[src/rtl/histo_stream_receiver.sv]
// histo_stream_receiver: oversampling receiver for the histogram serial stream with framing checks
module histo_stream_receiver #(
    parameter int WORD_BITS   = 32,
    parameter int BINS        = 1024,
    parameter int TIMEOUT     = 4096,
    parameter int SYNC_STAGES = 2
) (
    input  logic                 clk,
    input  logic                 reset,
    input  logic                 spi_clk_i,
    input  logic                 spi_mosi_i,
    output logic                 word_valid_o,
    output logic [WORD_BITS-1:0] word_data_o,
    output logic [9:0]           bin_o,
    output logic                 frame_done_o,
    output logic [7:0]           frame_id_o,
    output logic [33:0]          frame_sum_o,
    output logic                 err_seq_o,
    output logic                 err_fmt_o,
    output logic                 err_short_o,
    output logic                 busy_o
);
    localparam logic [0:0] IDLE = 1'b0;
    localparam logic [0:0] RECV = 1'b1;
    localparam int BW = $clog2(WORD_BITS);
    localparam int CW = (BINS > 1) ? $clog2(BINS) : 1;
    localparam int TW = $clog2(TIMEOUT + 1);

    logic [SYNC_STAGES-1:0] clk_sync;
    logic [SYNC_STAGES-1:0] mosi_sync;
    logic                   clk_prev;
    logic                   rise;
    logic                   bit_in;
    logic                   timeout;
    logic [0:0]             state;
    logic [BW-1:0]          bit_cnt;
    logic [CW-1:0]          word_cnt;
    logic [TW-1:0]          idle_cnt;
    logic [WORD_BITS-1:0]   shift_reg;
    logic                   word_done;
    logic                   last_word;
    logic                   have_prev;
    logic [7:0]             cur_id;
    logic [33:0]            acc;

    assign rise    = clk_sync[SYNC_STAGES-1] & ~clk_prev;
    assign bit_in  = mosi_sync[SYNC_STAGES-1];
    assign timeout = (state == RECV) && !rise && (idle_cnt >= TW'(TIMEOUT - 1));
    assign busy_o  = (state == RECV);

    // bring the serial clock and data into the clk domain and keep the previous clock sample
    always_ff @(posedge clk or posedge reset) begin
        if (reset) begin
            clk_sync  <= '0;
            mosi_sync <= '0;
            clk_prev  <= 1'b0;
        end else begin
            clk_sync  <= {clk_sync[SYNC_STAGES-2:0], spi_clk_i};
            mosi_sync <= {mosi_sync[SYNC_STAGES-2:0], spi_mosi_i};
            clk_prev  <= clk_sync[SYNC_STAGES-1];
        end
    end

    // deserialise words, tag bins, accumulate the frame and raise framing errors
    always_ff @(posedge clk or posedge reset) begin
        if (reset) begin
            state        <= IDLE;
            bit_cnt      <= '0;
            word_cnt     <= '0;
            idle_cnt     <= '0;
            shift_reg    <= '0;
            word_done    <= 1'b0;
            last_word    <= 1'b0;
            have_prev    <= 1'b0;
            cur_id       <= '0;
            acc          <= '0;
            word_valid_o <= 1'b0;
            word_data_o  <= '0;
            bin_o        <= '0;
            frame_done_o <= 1'b0;
            frame_id_o   <= '0;
            frame_sum_o  <= '0;
            err_seq_o    <= 1'b0;
            err_fmt_o    <= 1'b0;
            err_short_o  <= 1'b0;
        end else begin
            word_valid_o <= 1'b0;
            frame_done_o <= 1'b0;
            err_seq_o    <= 1'b0;
            err_fmt_o    <= 1'b0;
            err_short_o  <= 1'b0;
            idle_cnt     <= (rise || state == IDLE) ? '0 :
                            (idle_cnt < TW'(TIMEOUT - 1)) ? idle_cnt + 1'b1 : idle_cnt;
            if (timeout) begin
                state       <= IDLE;
                err_short_o <= 1'b1;
                bit_cnt     <= '0;
                word_cnt    <= '0;
                shift_reg   <= '0;
                acc         <= '0;
                word_done   <= 1'b0;
                last_word   <= 1'b0;
            end else begin
                word_done <= rise && (bit_cnt == BW'(WORD_BITS - 1));
                last_word <= word_done && (word_cnt == CW'(BINS - 1));
                if (word_done) begin
                    word_valid_o <= 1'b1;
                    word_data_o  <= shift_reg;
                    bin_o        <= 10'(word_cnt) + 10'h3FF;
                    err_fmt_o    <= (word_cnt != '0) && (shift_reg[31:24] != 8'h00);
                    cur_id       <= (word_cnt == '0) ? shift_reg[31:24] : cur_id;
                    acc          <= ((word_cnt == '0) ? 34'd0 : acc) + 34'(shift_reg[23:0]);
                    word_cnt     <= (word_cnt == CW'(BINS - 1)) ? '0 : word_cnt + 1'b1;
                end
                if (last_word) begin
                    state        <= IDLE;
                    frame_done_o <= 1'b1;
                    frame_id_o   <= cur_id;
                    frame_sum_o  <= acc;
                    err_seq_o    <= have_prev && (cur_id != frame_id_o + 8'd1);
                    have_prev    <= 1'b1;
                end
                if (rise) begin
                    state     <= RECV;
                    shift_reg <= {shift_reg[WORD_BITS-2:0], bit_in};
                    bit_cnt   <= (bit_cnt == BW'(WORD_BITS - 1)) ? '0 : bit_cnt + 1'b1;
                end
            end
        end
    end
endmodule

[config.mk]
export PLATFORM = sky130hd
export DESIGN_NAME = histo_stream_receiver
export DESIGN_NICKNAME = d
export VERILOG_FILES = /design/src/rtl/histo_stream_receiver.sv
export SDC_FILE = /design/constraint.sdc
export NUM_CORES = 1
export LEC_CHECK = 0
export BUFFER_PORTS_ARGS = -buffer_cell sky130_fd_sc_hd__buf_2
export CAP_MARGIN = 20
export CORE_AREA = 2 2 138 140
export CTS_CLUSTER_DIAMETER = 120
export DETAILED_ROUTE_END_ITERATION = 8
export DIE_AREA = 0 0 140 142
export PLACE_DENSITY_LB_ADDON = 0.15
export SLEW_MARGIN = 20
export SYNTH_ARGS = -nofsm -noshare
export SYNTH_HDL_FRONTEND = slang
export SYNTH_SLANG_ARGS = --single-unit
[constraint.sdc]
create_clock -name clk -period 5.8 [get_ports clk]
set_input_delay 0 -clock clk [delete_from_list [all_inputs] [get_ports clk]]
set_output_delay 0 -clock clk [all_outputs]
set_load 0.1 [all_outputs]
==> out/results.tsv <==
stage	metric	value	unit
timing	skew	0.007675	ns
logic_synthesis	synth-seq-cells	200	
cells_and_area	fillers	1622	
power	power.leakage	5.855	nW
route	route.detailed.drc	5	
power	p_seq_frac	0.519	
hold_path	worstHoldStart	spi_mosi_i	
place	post_dp_cell_area	0.01045	mm²
setup_path	arrival	4.62	ns
cells_and_area	drive_above_1_share	0.1503	
grt	grt_util_all_layers	0.2344	
route	drtIter0Drc	434	
setup_path	r2r_slack	1.54	ns
cells_and_area	layout_commonest_cell	nand2_1	
grt	grt_pass1_wl	37.45	mm
clock_network	max-clock-path-buffers	2	
timing	max_slew_margin	0.3411	
cells_and_area	antenna-diode-count	0	
setup_path	r2r_start	word_cnt[5]	
hold_path	hold-path-endpoint	mosi_sync[0]	
timing	rsz0062_at_grt	no	
logic_synthesis	syn-cell-area	0.009794	mm²
clock_network	h-tree-depth	4	
place	numPortBuffers	93	
grt	grt_overflow	0	
cells_and_area	biggestRegsByFlops	acc: 34 flops, frame_sum_o: 34 flops	
logic_synthesis	synth_fp_nets	1107	
setup_path	timing.rr.end	acc[30]	
logic_synthesis	ys_async_sr_fraction	1.000	
floorplanning	ios	94	
timing	setup_tns	0	ns
clock_network	insertion_delay	0.44	ns
outcome	status	finished, violations left	
logic_synthesis	postSynthAreaPerCell	9.145	µm²
setup_path	path_cells	or4_4 > nor2_2 > nand4b_2 > and2_1 > ha_1 > fa_1 > a21oi_1 > o211ai_2 > a21oi_2 > nor4_4 > o21ai_2 > a211oi_2 > mux2_4 > a21oi_2	
setup_path	crit_path_frequent_cell	a21oi_2	
power	swShare	0.2419	
route	dr_total_vias	7631	
flow_run	cap_violations	0	
cells_and_area	nNetsFinal	1182	
power	power.total	0.002888	W
floorplanning	core	0.01846	mm²
cells_and_area	final_core_util	0.6003	
logic_synthesis	yosysSeqAreaShare	0.5110	
clock_network	post_cts_buffers	0	
route	vias_per_cell	5.482	
clock_network	numCtsBuffers	17	
power	vdd_ir_drop_max	170.7	µV
setup_path	crit_type	flip-flop to flip-flop	
route	antenna_left	0	
power	comb_power_share	0.062	
timing	tightest_slew	0.9849	ns
grt	antenna_found_initial	0	
hold_path	worstHoldPathType	primary input to flip-flop	
clock_network	cts.sinks	200	
timing	finalHoldViolations	0	
route	first_pass_iters	9	
clock_network	clk_pin_slew	0.07	ns
place	dp_slack	1.548	ns
timing	min_period_over_period	0.7343	
grt	grt_max_degree	136	
setup_path	cp_slowest_stage_delay	0.58	ns
timing	slew_violations	0	
floorplanning	die_area	0.01988	mm²
place	place_congestion	0.8474	
grt	grt_pass1_vias	7373	
logic_synthesis	synth_cell_types	73	
setup_path	cp.required	6.16	ns
cells_and_area	final_cell_mix	342 x nand2_1, 200 x dfrtp_1, 93 x buf_2	
setup_path	rr_worst_depth	14	
power	p_int	0.002189	W
floorplanning	die_w	140	µm
floorplanning	initial_core_util	0.5307	
timing	fin_crit	4.259	ns
cells_and_area	final_cell_area	0.01108	mm²
clock_network	root_buffer	clkbuf_16	
power	pwr-share-clk	0.419	
route	wirelength	22.05	mm
floorplanning	fp.dieH	142	µm
floorplanning	fp-row-count	50	
logic_synthesis	synth_ff_type	dfrtp_1	
timing	finalSetupViolCount	0	
logic_synthesis	synth_edf_count	0	
power	p_per_area	260.7	mW/mm²
setup_path	cp_max_fo	22	
clock_network	cts_tree	done	
timing	worst_slack	1.541	ns
route	drt-wirelength-per-cell	15.84	µm
outcome	violations	design-rule violations	
logic_synthesis	synth_cells	1071	
hold_path	min_path_cells	2	
cells_and_area	syn2layout_area_growth	13.11	%
place	dp_hpwl	14.07	mm
timing	max_freq	0.2348	GHz
setup_path	worst_setup_path_start_kind	flip-flop	
power	p_sw	0.0006987	W
logic_synthesis	yosys_warnings	0	
setup_path	crit_path_end_kind	flip-flop	
setup_path	cp_slowest_cell	or4_4	
==> power groups by stage <==
stage	logic (W)	clock network (W)	registers, W
2_1_floorplan	0.000151	0	0.00150
3_3_place_gp	0.000178	0	0.00152
3_5_place_dp	0.000181	0	0.00152
4_1_cts	0.000184	0.00123	0.00150
5_1_grt	0.000211	0.00129	0.00150
6_report	0.000180	0.00121	0.00150
==> stage by stage <==
stage          cells  hold slack [ns]
4_1_cts         1392           0.1934
3_3_place_gp    1358           0.1111
2_1_floorplan   1071          0.03143
6_report        1392           0.2083
3_5_place_dp    1358           0.1102
5_1_grt         1392           0.1943
==> Yosys cell counts, types with 5 or more instances <==
library cell	instances	area (µm²)
a21o_1	5	37.54
a21oi_1	30	150.1
a21oi_2	5	43.79
a31oi_1	5	31.28
and2_1	27	168.9
and3_1	8	50.05
buf_1	9	33.78
buf_2	8	40.04
clkbuf_1	31	116.4
dfrtp_1	200	5005
ha_1	31	387.9
inv_1	21	78.83
mux2_2	10	112.6
mux2i_1	18	180.2
nand2_1	343	1287
nand2b_1	10	62.56
nand3_1	57	285.3
nand3b_1	5	37.54
nand4_1	11	68.82
nor2_1	53	198.9
nor3_1	13	65.06
nor4_1	7	43.79
o21ai_0	41	205.2
xnor2_1	27	236.5
xor2_1	22	192.7
==> timing repair <==
item	in CTS	in global routing
gates resized for setup	0	0
endpoints found under the hold margin	136	0
hold buffers	3	0
==> area by class of cell <==
cell class | instances | area (µm²) | area share
Tap cell | 234 | 292.8 | 0.02643
Clock inverter | 9 | 116.4 | 0.01050
Multi-Input combinational cell | 800 | 4527 | 0.4086
Inverter | 22 | 90.09 | 0.008132
Clock buffer | 22 | 484.2 | 0.04371
Sequential cell | 200 | 5005 | 0.4518
Timing Repair Buffer | 105 | 563.0 | 0.05082
==> worst max-delay path, delay by kind of cell (launching register included) <==
kind / cells / cell delay (ns)
AO/OA/AOI/OAI: 6 / 1.20
AND/OR/NAND/NOR: 5 / 1.59
adder cells (fa/ha/maj): 2 / 0.62
multiplexers: 1 / 0.31
flip-flops: 1 / 0.45
==> layer usage <==
| metal | up-vias | part of all wire | GRT usage |
|---|---|---|---|
| li1 | 3732 | - | - |
| met1 | 3742 | 0.47 | 0.3215 |
| met2 | 138 | 0.49 | 0.3910 |
| met3 | 19 | 0.036 | 0.04441 |
| met4 | 0 | 0.011 | 0.05582 |
| met5 | - | 0 | 0 |
==> worst max-delay path by stage <==
| stage | startpoint | slack, ns | endpoint | cells past startpoint |
|---|---|---|---|---|
| 4_1_cts | word_cnt[5] | 1.51 | acc[30] | 14 |
| 3_5_place_dp | word_cnt[5] | 1.55 | acc[30] | 14 |
| 3_3_place_gp | word_cnt[5] | 1.66 | acc[30] | 14 |
| 6_report | word_cnt[5] | 1.54 | acc[30] | 14 |
| 5_1_grt | word_cnt[5] | 1.16 | acc[24] | 14 |
| 2_1_floorplan | reset | 0.35 | acc[0] | 1 |
==> kinds of logic after synthesis <==
kind of cell,count (synthesis),synth area share
fa+ha+maj,32,0.04165
mux,30,0.03257
simple gates,556,0.2511
xor+xnor,49,0.04382
buf+inv,71,0.02836
compound gates,133,0.09147
flops,200,0.5110
No activity file was read; power rests on OpenSTA's default activity.
